==> src/rtl/keypad_pkg.sv <==
// Shared types, key code map and scan-classification helpers for keypad_scanner.
package keypad_pkg;

  typedef enum logic [1:0] {
    ST_IDLE     = 2'd0,
    ST_DEBOUNCE = 2'd1,
    ST_PRESSED  = 2'd2,
    ST_RELEASE  = 2'd3
  } key_state_e;

  typedef enum logic [1:0] {
    SCAN_NONE   = 2'd0,
    SCAN_SINGLE = 2'd1,
    SCAN_MULTI  = 2'd2
  } scan_kind_e;

  localparam logic [3:0] CODE_CLEAR = 4'hF;

  // Indexed by row*4 + col
  localparam logic [15:0][3:0] KEY_MAP = {
    4'hD, 4'hF, 4'h0, 4'hE,
    4'hC, 4'h9, 4'h8, 4'h7,
    4'hB, 4'h6, 4'h5, 4'h4,
    4'hA, 4'h3, 4'h2, 4'h1
  };

  function automatic scan_kind_e scan_kind(input logic [15:0] closures);
    logic [4:0] n;
    n = 5'd0;
    for (int i = 0; i < 16; i++) begin
      n = n + {4'd0, closures[i]};
    end
    if (n == 5'd0) begin
      return SCAN_NONE;
    end else if (n == 5'd1) begin
      return SCAN_SINGLE;
    end else begin
      return SCAN_MULTI;
    end
  endfunction

  function automatic logic [3:0] first_index(input logic [15:0] closures);
    logic [3:0] idx;
    idx = 4'd0;
    for (int i = 15; i >= 0; i--) begin
      if (closures[i]) begin
        idx = 4'(i);
      end
    end
    return idx;
  endfunction

endpackage

==> src/rtl/keypad_entry_reg.sv <==
// Four-digit BCD entry register: digits 0-9 shift in, CODE_CLEAR zeroes, others hold.
// Only built when KEYPAD_ENTRY_EN is defined.
`ifdef KEYPAD_ENTRY_EN
module keypad_entry_reg
  import keypad_pkg::*;
(
  input  logic       clk,
  input  logic       reset,
  input  logic       load,
  input  logic [3:0] code,
  output logic [3:0] digit0,
  output logic [3:0] digit1,
  output logic [3:0] digit2,
  output logic [3:0] digit3
);

  logic [3:0][3:0] digits_r;

  // Shift, clear or hold on each accepted key
  always_ff @(posedge clk or posedge reset) begin
    if (reset) begin
      digits_r <= '0;
    end else if (load) begin
      if (code <= 4'd9) begin
        digits_r <= {digits_r[2:0], code};
      end else if (code == CODE_CLEAR) begin
        digits_r <= '0;
      end else begin
        digits_r <= digits_r;
      end
    end else begin
      digits_r <= digits_r;
    end
  end

  assign digit0 = digits_r[0];
  assign digit1 = digits_r[1];
  assign digit2 = digits_r[2];
  assign digit3 = digits_r[3];

endmodule
`endif

==> src/rtl/keypad_scanner.sv <==
// 4x4 active-low keypad scanner with scan-level debounce and one code per press.
// Optional BCD entry register enabled by KEYPAD_ENTRY_EN.
module keypad_scanner
  import keypad_pkg::*;
#(
  parameter int SCAN_DIV       = 1000,
  parameter int DEBOUNCE_SCANS = 4
) (
  input  logic       clk,
  input  logic       reset,
  input  logic       enable,
  input  logic [3:0] row_n,
  output logic [3:0] col_n,
  output logic [3:0] key_code,
  output logic       key_valid,
  output logic       key_held,
  output logic       multi_err,
  output logic [3:0] digit0,
  output logic [3:0] digit1,
  output logic [3:0] digit2,
  output logic [3:0] digit3
);

  localparam int DW = $clog2(SCAN_DIV);
  localparam int CW = $clog2(DEBOUNCE_SCANS + 2);
  localparam logic [DW-1:0] DWELL_LAST = DW'(SCAN_DIV - 1);
  localparam logic [CW-1:0] CNT_ACCEPT = CW'(DEBOUNCE_SCANS);

  logic [3:0]      row_meta_r, row_sync_r;
  logic [DW-1:0]   dwell_r;
  logic [1:0]      col_r;
  logic [3:0]      col_n_r;
  logic [2:0][3:0] acc_r;
  logic [15:0]     closures_s;
  scan_kind_e      kind_s;
  logic [3:0]      code_s;
  logic            tick_s, scan_done_s;
  key_state_e      state_r, state_next_s;
  logic [CW-1:0]   cnt_r, cnt_next_s, cnt_inc_s;
  logic [3:0]      cand_r, cand_next_s, key_code_r;
  logic            accept_s, multi_s;
  logic            key_valid_r, key_held_r, multi_err_r;

  // Two-flop synchronizer for the asynchronous rows
  always_ff @(posedge clk or posedge reset) begin
    if (reset) begin
      row_meta_r <= 4'hF;
      row_sync_r <= 4'hF;
    end else begin
      row_meta_r <= row_n;
      row_sync_r <= row_meta_r;
    end
  end

  assign tick_s      = enable && (dwell_r == DWELL_LAST);
  assign scan_done_s = tick_s && (col_r == 2'd3);

  // Dwell/column counters, column drive and per-column row accumulator
  always_ff @(posedge clk or posedge reset) begin
    if (reset) begin
      dwell_r <= '0;
      col_r   <= 2'd0;
      col_n_r <= 4'hF;
      acc_r   <= '0;
    end else if (!enable) begin
      dwell_r <= '0;
      col_r   <= 2'd0;
      col_n_r <= 4'hF;
      acc_r   <= '0;
    end else begin
      col_n_r <= ~(4'b0001 << col_r);
      if (tick_s) begin
        dwell_r <= '0;
        col_r   <= col_r + 2'd1;
        case (col_r)
          2'd0:    acc_r[0] <= ~row_sync_r;
          2'd1:    acc_r[1] <= ~row_sync_r;
          2'd2:    acc_r[2] <= ~row_sync_r;
          default: acc_r    <= acc_r;
        endcase
      end else begin
        dwell_r <= dwell_r + DW'(1);
      end
    end
  end

  // Column 3 is taken live at the completing tick
  always_comb begin
    closures_s = 16'h0000;
    for (int r = 0; r < 4; r++) begin
      for (int c = 0; c < 3; c++) begin
        closures_s[r*4+c] = acc_r[c][r];
      end
      closures_s[r*4+3] = ~row_sync_r[r];
    end
  end

  assign kind_s    = scan_kind(closures_s);
  assign code_s    = KEY_MAP[first_index(closures_s)];
  assign cnt_inc_s = cnt_r + CW'(1);

  // FSM state and registered outputs
  always_ff @(posedge clk or posedge reset) begin
    if (reset) begin
      state_r     <= ST_IDLE;
      cnt_r       <= '0;
      cand_r      <= 4'h0;
      key_code_r  <= 4'h0;
      key_valid_r <= 1'b0;
      multi_err_r <= 1'b0;
      key_held_r  <= 1'b0;
    end else begin
      state_r     <= state_next_s;
      cnt_r       <= cnt_next_s;
      cand_r      <= cand_next_s;
      key_code_r  <= accept_s ? cand_r : key_code_r;
      key_valid_r <= accept_s;
      multi_err_r <= multi_s;
      key_held_r  <= (state_next_s == ST_PRESSED) || (state_next_s == ST_RELEASE);
    end
  end

  // Next-state logic, evaluated only at scan complete
  always_comb begin
    state_next_s = state_r;
    if (!enable) begin
      state_next_s = ST_IDLE;
    end else if (scan_done_s) begin
      case (state_r)
        ST_IDLE: begin
          if (kind_s == SCAN_SINGLE) begin
            state_next_s = ST_DEBOUNCE;
          end else begin
            state_next_s = ST_IDLE;
          end
        end
        ST_DEBOUNCE: begin
          case (kind_s)
            SCAN_SINGLE: begin
              if ((code_s == cand_r) && (cnt_inc_s >= CNT_ACCEPT)) begin
                state_next_s = ST_PRESSED;
              end else begin
                state_next_s = ST_DEBOUNCE;
              end
            end
            default: state_next_s = ST_IDLE;
          endcase
        end
        ST_PRESSED: begin
          if (kind_s == SCAN_NONE) begin
            state_next_s = ST_RELEASE;
          end else begin
            state_next_s = ST_PRESSED;
          end
        end
        ST_RELEASE: begin
          if (kind_s != SCAN_NONE) begin
            state_next_s = ST_PRESSED;
          end else if (cnt_inc_s >= CNT_ACCEPT) begin
            state_next_s = ST_IDLE;
          end else begin
            state_next_s = ST_RELEASE;
          end
        end
        default: state_next_s = ST_IDLE;
      endcase
    end else begin
      state_next_s = state_r;
    end
  end

  // Candidate, debounce count and pulse requests
  always_comb begin
    cnt_next_s  = cnt_r;
    cand_next_s = cand_r;
    accept_s    = 1'b0;
    multi_s     = 1'b0;
    if (!enable) begin
      cnt_next_s  = '0;
      cand_next_s = 4'h0;
    end else if (scan_done_s) begin
      case (state_r)
        ST_IDLE: begin
          if (kind_s == SCAN_SINGLE) begin
            cand_next_s = code_s;
            cnt_next_s  = CW'(1);
          end else if (kind_s == SCAN_MULTI) begin
            multi_s = 1'b1;
          end else begin
            cnt_next_s = '0;
          end
        end
        ST_DEBOUNCE: begin
          case (kind_s)
            SCAN_SINGLE: begin
              if (code_s != cand_r) begin
                cand_next_s = code_s;
                cnt_next_s  = CW'(1);
              end else if (cnt_inc_s >= CNT_ACCEPT) begin
                accept_s   = 1'b1;
                cnt_next_s = '0;
              end else begin
                cnt_next_s = cnt_inc_s;
              end
            end
            SCAN_MULTI: begin
              multi_s    = 1'b1;
              cnt_next_s = '0;
            end
            default: cnt_next_s = '0;
          endcase
        end
        ST_PRESSED: begin
          if (kind_s == SCAN_NONE) begin
            cnt_next_s = CW'(1);
          end else begin
            cnt_next_s = '0;
          end
        end
        ST_RELEASE: begin
          if ((kind_s == SCAN_NONE) && (cnt_inc_s < CNT_ACCEPT)) begin
            cnt_next_s = cnt_inc_s;
          end else begin
            cnt_next_s = '0;
          end
        end
        default: cnt_next_s = '0;
      endcase
    end else begin
      cnt_next_s = cnt_r;
    end
  end

  assign col_n     = col_n_r;
  assign key_code  = key_code_r;
  assign key_valid = key_valid_r;
  assign key_held  = key_held_r;
  assign multi_err = multi_err_r;

`ifdef KEYPAD_ENTRY_EN
  keypad_entry_reg u_entry (
    .clk    (clk),
    .reset  (reset),
    .load   (key_valid_r),
    .code   (key_code_r),
    .digit0 (digit0),
    .digit1 (digit1),
    .digit2 (digit2),
    .digit3 (digit3)
  );
`else
  assign digit0 = 4'h0;
  assign digit1 = 4'h0;
  assign digit2 = 4'h0;
  assign digit3 = 4'h0;
`endif

endmodule

==> config.mk <==
export PLATFORM = sky130hd
export DESIGN_NAME = keypad_scanner
export DESIGN_NICKNAME = d
export VERILOG_FILES = /design/src/rtl/keypad_pkg.sv /design/src/rtl/keypad_entry_reg.sv /design/src/rtl/keypad_scanner.sv
export SDC_FILE = /design/constraint.sdc
export NUM_CORES = 1
export LEC_CHECK = 0
export CORE_MARGIN = 8
export CORE_UTILIZATION = 60
export CTS_BUF_LIST = sky130_fd_sc_hd__clkbuf_4
export DETAILED_ROUTE_END_ITERATION = 8
export GPL_ROUTABILITY_DRIVEN = 1
export GPL_TIMING_DRIVEN = 0
export PLACE_DENSITY = 0.89
export SLEW_MARGIN = 30
export SYNTH_ARGS = -nofsm -noshare
export SYNTH_HDL_FRONTEND = slang
export SYNTH_SLANG_ARGS = --single-unit
==> constraint.sdc <==
create_clock -name clk -period 15.1 [get_ports clk]
set_clock_uncertainty 0.05 [all_clocks]
set_input_delay 3.02 -clock clk [delete_from_list [all_inputs] [get_ports clk]]
set_output_delay 3.02 -clock clk [all_outputs]
set_load 0.05 [all_outputs]
==> flow_metrics.tcl, run 1 <==
set metrics [dict create \
    final_core_util 0.7026 \
    max-cap-violations 0 \
    gp_congestion 0.8673 \
    die_y_um 88.84 \
    synth_cell_types 56 \
    ys_warn_count 0 \
    root_buffer "clkbuf_4" \
    grt_pass1_vias 2441 \
    tightest_slew_ns 0.7166 \
    crit_type "reg -> reg" \
    p_leak_nw 1.679 \
    die_x_um 88.84 \
    r2r.worst_path.cells 19 \
    htreeDepth 2 \
    clk_latency_ns 0.38 \
    yosysMostFrequentCell "nor2_1" \
    antenna_found_initial 0 \
    crit_required_ns 15.33 \
    core_area_um2 5107 \
    cts_tree "built" \
    clock_sink_count 52 \
    setup_viol 0 \
    antenna_left 0 \
    drc 0 \
    holdWs_ns 0.2943 \
    p_total_mw 0.2693 \
    cp-end-kind "flip-flop" \
    power_density_nw_per_um2 75.06 \
    synthArstFlopShare 1.000 \
    cts_resized 0 \
    fillers 398 \
    yosysSeqAreaShare 0.4135 \
    overflow 0 \
    clk_path_buf_depth 2 \
    cts_hold_buf 0 \
    grt_pass1_wl_um 10810 \
    synth_seq_cells 52 \
    avgViaCountPerCell 5.475 \
    io_pins 34 \
    fin_cells 440 \
    cp_max_fo 6 \
    crit_arrival_ns 6.27 \
    drive_gt1_frac 0.1541 \
    slew_violations 0 \
    wirelength_um 6345 \
    start_util 0.6232 \
    synthFlopType "dfrtp_1" \
    fin_nets 400 \
    rows 26 \
    numCtsBuffers 5 \
    area_growth_pct 12.74 \
    hold_viol_final 0 \
    grt_max_degree 53 \
    synth_edf_count 0 \
    hpwl_um 4788 \
    insertedDiodeCount 0 \
    synth.avg_cell_area_um2 9.646 \
    dp.cells 432 \
    cts.clk_slew.worst_paths_ns 0.15 \
    vias 2409 \
    synth_top_area_cell "dfrtp_1" \
    synthCells 330 \
    rsz0062_at_grt "no" \
    relSlewSlack 0.5155 \
    detail_route.wl_per_cell_um 14.42 \
    peakVddDrop_v 0.00006894 \
    hp-class "reg -> reg" \
    netlist_area_um2 3183 \
    portBuffers 17 \
    die-area_um2 7892 \
    clock.fmax_mhz 165.6 \
    status "finished clean" \
    drt_iter0_drc 137 \
    dr.pass1.iters 4 \
    hold_depth 0 \
    period_needed_ns 6.038 \
    period_share 0.3999 \
    fin_tns_setup_ns 0 \
    synth_area_leaders "dfrtp_1, dfstp_2, fa_1" \
    yosys-top-cells-count "nor2_1, dfrtp_1, inv_1" \
    critPathLaunchType "flip-flop" \
    grt_use_total 0.1752 \
    post_cts_buffers 0 \
    synth_top_cell_area_share 0.3145 \
]
==> metal layers <==
metal  vias up  part of all wire  global-route usage
li1       1164                 -                   -
met1      1179              0.42              0.2031
met2        58              0.52              0.3039
met3         8             0.046             0.03993
met4         0             0.013             0.06912
met5         -                 0                   0
==> placed cells by master, fill, tap and decap left out, types with 3 or more instances in the layout <==
cell	count
a21oi_1	17
buf_4	17
clkbuf_1	3
clkbuf_4	7
clkdlybuf4s50_1	17
conb_1	16
dfrtp_1	40
dfstp_2	12
fa_1	10
ha_1	14
inv_1	33
mux2_4	5
nand2_1	20
nand2b_1	7
nand3_1	9
nor2_1	53
nor3_1	10
nor4b_1	4
o21ai_0	11
o311a_1	3
or4_1	4
xnor2_1	8
xor2_1	4
==> power by group <==
group	switching [mW]	internal, mW
logic	0.0274	0.0146
clock network	0.0442	0.0388
registers	0.00215	0.142
total	0.0737	0.196
==> per-stage QoR <==
| stage | instance area (um^2) | worst slack, ns |
|---|---|---|
| 2_1_floorplan | 3239 | 9.532 |
| 3_3_place_gp | 3497 | 9.274 |
| 3_5_place_dp | 3506 | 9.111 |
| 4_1_cts | 3588 | 9.090 |
| 5_1_grt | 3588 | 8.820 |
| 6_report | 3588 | 9.062 |
==> cells by family (layout without fill, tap and decap cells) <==
group,Yosys count,after routing,synth area share
muxes,7,7,0.02987
DFF,52,52,0.4135
buffers and inverters,55,80,0.08490
AOI/OAI and AO/OA,51,51,0.1089
and+or+nand+nor,128,128,0.2107
other,1,16,0.001178
xor gates and xnor gates,12,12,0.03302
adders and majority gates,24,24,0.1179
==> path summary, 6_finish.rpt <==
path | startpoint | end | slack [ns]
setup reg to reg | acc_r[1]$_DFFE_PP0P_ | key_code[0]$_DFFE_PP0P_ | 9.06
setup / recovery | acc_r[1]$_DFFE_PP0P_ | key_code[0]$_DFFE_PP0P_ | 9.06
hold / removal | row_meta_r[3]$_DFF_PP1_ | row_sync_r[3]$_DFF_PP1_ | 0.29
hold reg to reg | row_meta_r[3]$_DFF_PP1_ | row_sync_r[3]$_DFF_PP1_ | 0.29
max in group asynchronous | reset | dwell_r[3]$_DFF_PP0_ | 11.58
min in group asynchronous | reset | acc_r[11]$_DFFE_PP0P_ | 3.00
==> flip-flops by register name (all words and copies together), names as in the netlist <==
| register | cells |
|---|---|
| col_n | 4 |
| key_valid | 1 |
| dwell_r | 10 |
| acc_r | 12 |
| key_held | 1 |
| cnt_r | 3 |
| cand_r | 4 |
| key_code | 4 |
| col_r | 2 |
| row_sync_r | 4 |
| state_r | 2 |
| row_meta_r | 4 |
| multi_err | 1 |
==> critical path, stage by stage, from the launching register on <==
cell       delay, ns
dfrtp_1         0.50
fa_1            0.54
inv_1           0.06
fa_1            0.49
inv_1           0.05
fa_1            0.50
inv_1           0.05
fa_1            0.43
inv_1           0.08
ha_1            0.17
inv_1           0.06
fa_1            0.37
a2111oi_0       0.41
a21oi_1         0.10
or4b_2          0.69
nor2_1          0.33
nand2_1         0.16
or4_1           0.42
buf_4           0.18
mux2_4          0.30
==> area by class of cell <==
type                       instances  area [um^2]  area share
multi-input combinational        238         1659      0.4623
sequential                        52         1316      0.3668
inverter                          35        133.9     0.03731
clock inverter                     1        30.03    0.008368
tap                               70        87.58     0.02441
buffer                            20        138.9     0.03870
clock buffer                       7        52.55     0.01464
timing repair buffer              17        170.2     0.04742
No activity file was read; power rests on OpenSTA's default activity.
==> run 2: changes to the inputs <==
Settings changed: CORE_UTILIZATION 60 to 59, PLACE_DENSITY 0.89 to 0.88.
Clock period 15.1 ns to 5.85 ns, I/O delays scaled along.
==> run 2 against run 1 <==
Power increased to 2.6 times the previous value; critical path depth unchanged; highest routed layer unchanged; global-route usage decreased by 0.46 points; combinational power increased to 2.6 times the previous value; largest cell class unchanged; die area increased by 1.4%; count of clock-buffer cells in the layout decreased by 1; cell area increased by 0.66%; non-clock buffer count increased by 1.
==> flow_metrics.tcl, run 2 (synthesized netlist as in run 1, its figures left out) <==
set metrics [dict create \
    crit_path_max_incr_delay_ns 0.54 \
    regMostFlops "acc_r" \
    overflow 0 \
    final_core_util 0.6984 \
    htreeDepth 2 \
    die_x_um 89.45 \
    power_density_nw_per_um2 192.6 \
    grt_use_total 0.1706 \
    grt_max_degree 53 \
    worst_path_max_delay_cell "or4b_4" \
    antenna_found_initial 0 \
    max-cap-violations 0 \
    peakVddDrop_v 0.0001644 \
    gp_congestion 0.8668 \
    crit_arrival_ns 5.83 \
    status "finished clean" \
    area_growth_pct 13.48 \
    final_common_cell "nor2_1" \
    crit_type "reg -> reg" \
    mostFrequentLayoutCells "nor2_1, dfrtp_1, inv_1" \
    io_pins 34 \
    wirelength_um 6434 \
    drc 0 \
    tightest_slew_ns 0.7158 \
    largest_register_ffs 12 \
    critPathLaunchType "flip-flop" \
    die-area_um2 8001 \
    cp-end-kind "flip-flop" \
    clk_latency_ns 0.38 \
    fin_tns_setup_ns 0 \
    cts.clk_slew.worst_paths_ns 0.15 \
    cts_hold_buf 0 \
    p_leak_nw 1.684 \
    antenna_left 0 \
    fin_nets 401 \
    crit_family "adder cells" \
    portBuffers 17 \
    clk_path_buf_depth 2 \
    die_y_um 89.45 \
    clock_sink_count 52 \
    start_util 0.6154 \
    root_buffer "clkbuf_4" \
    cp_cell_sequence "inv_1 > fa_1 > fa_1 > inv_1 > fa_1 > inv_1 > fa_1 > inv_1 > ha_1 > inv_1 > fa_1 > a2111oi_1 > a21oi_1 > or4b_4 > nor2_4 > nand2_1 > or4_1 > buf_4 > mux2_4" \
    core_area_um2 5172 \
    rows 26 \
    grt_pass1_wl_um 10790 \
    relSlewSlack 0.5188 \
    cp_max_fo 6 \
    setup_viol 0 \
    hpwl_um 4767 \
    cts_tree "built" \
    slew_violations 0 \
    hold_viol_final 0 \
    clock.fmax_mhz 178.3 \
    hp-class "reg -> reg" \
    grt_pass1_vias 2487 \
    numCtsBuffers 5 \
    period_needed_ns 5.607 \
    vias 2441 \
    avgViaCountPerCell 5.535 \
    largestRegisters "acc_r (12), dwell_r (10)" \
    cp.buffers_inverters 6 \
    detail_route.wl_per_cell_um 14.59 \
    dr.pass1.iters 4 \
    drt_iter0_drc 135 \
    insertedDiodeCount 0 \
    crit_required_ns 6.08 \
    period_share 0.9585 \
    drive_gt1_frac 0.1644 \
]
## run 2: power breakdown
group / internal [mW] / switching, mW / total [mW]
registers: 0.367 / 0.00537 / 0.373
clock network: 0.0967 / 0.116 / 0.213
logic: 0.0388 / 0.0714 / 0.110
total: 0.503 / 0.193 / 0.696
## run 2: layout make-up
cell class / count / area, um^2
plain buffers: 20 / 138.9
clock buffers: 6 / 45.04
clock inverters: 2 / 38.79
fillers: 378 / 1560
inverters: 35 / 133.9
multi-input cells: 238 / 1672
flip-flops and latches: 52 / 1319
well taps: 70 / 87.58
repair buffers: 18 / 177.7
## run 2: stage by stage
step	std cells	hold slack [ns]	setup slack, ns	power [mW]	area (um^2)
after floorplan	345	0.2952	0.2821	0.4644	3239
after global placement	432	0.2956	0.009564	0.4817	3497
after detailed placement	432	0.2988	-0.03852	0.4848	3506
after CTS	440	0.3189	0.04734	0.6997	3597
after global routing	441	0.3235	-0.0004858	0.7251	3612
final	441	0.3172	0.2429	0.6958	3612
## run 2: worst paths after layout
kind | start | endpoint | slack, ns | depth (start not counted)
worst max-delay path | acc_r[5]$_DFFE_PP0P_ | key_code[3]$_DFFE_PP0P_ | 0.24 | 19
worst max register to register | acc_r[5]$_DFFE_PP0P_ | key_code[3]$_DFFE_PP0P_ | 0.24 | 19
max in group asynchronous | reset | acc_r[1]$_DFFE_PP0P_ | 4.16 | 2
min in group asynchronous | reset | dwell_r[4]$_DFF_PP0_ | 1.16 | 2
worst min register to register | row_meta_r[0]$_DFF_PP1_ | row_sync_r[0]$_DFF_PP1_ | 0.32 | 0
worst min-delay path | row_meta_r[0]$_DFF_PP1_ | row_sync_r[0]$_DFF_PP1_ | 0.32 | 0
## run 2: worst register-to-register path, cell delays in order, from the launching register on
cell	delay [ns]
dfrtp_1	0.46
inv_1	0.10
fa_1	0.49
fa_1	0.49
inv_1	0.05
fa_1	0.50
inv_1	0.05
fa_1	0.42
inv_1	0.06
ha_1	0.16
inv_1	0.06
fa_1	0.38
a2111oi_1	0.37
a21oi_1	0.11
or4b_4	0.54
nor2_4	0.19
nand2_1	0.13
or4_1	0.42
buf_4	0.18
mux2_4	0.29
## run 2: routing by layer
layer,track usage,up-vias,share of wire
li1,-,1166,-
met1,0.2017,1177,0.42
met2,0.2990,79,0.51
met3,0.03125,19,0.048
met4,0.06495,0,0.023
met5,0,-,0
## run 2: what timing repair did
item                                    in CTS  in global routing
resized for setup                            2                  4
endpoints found under the setup margin       4                  6
buffers inserted                             0                  1
==> run 3: changes to the inputs <==
Settings changed: SYNTH_HIERARCHICAL set to 1.
==> results of run 3 <==
Final layout, timing and power as in run 2 (identical DEF).
Among the figures that moved: Yosys warning count 0 -> 6
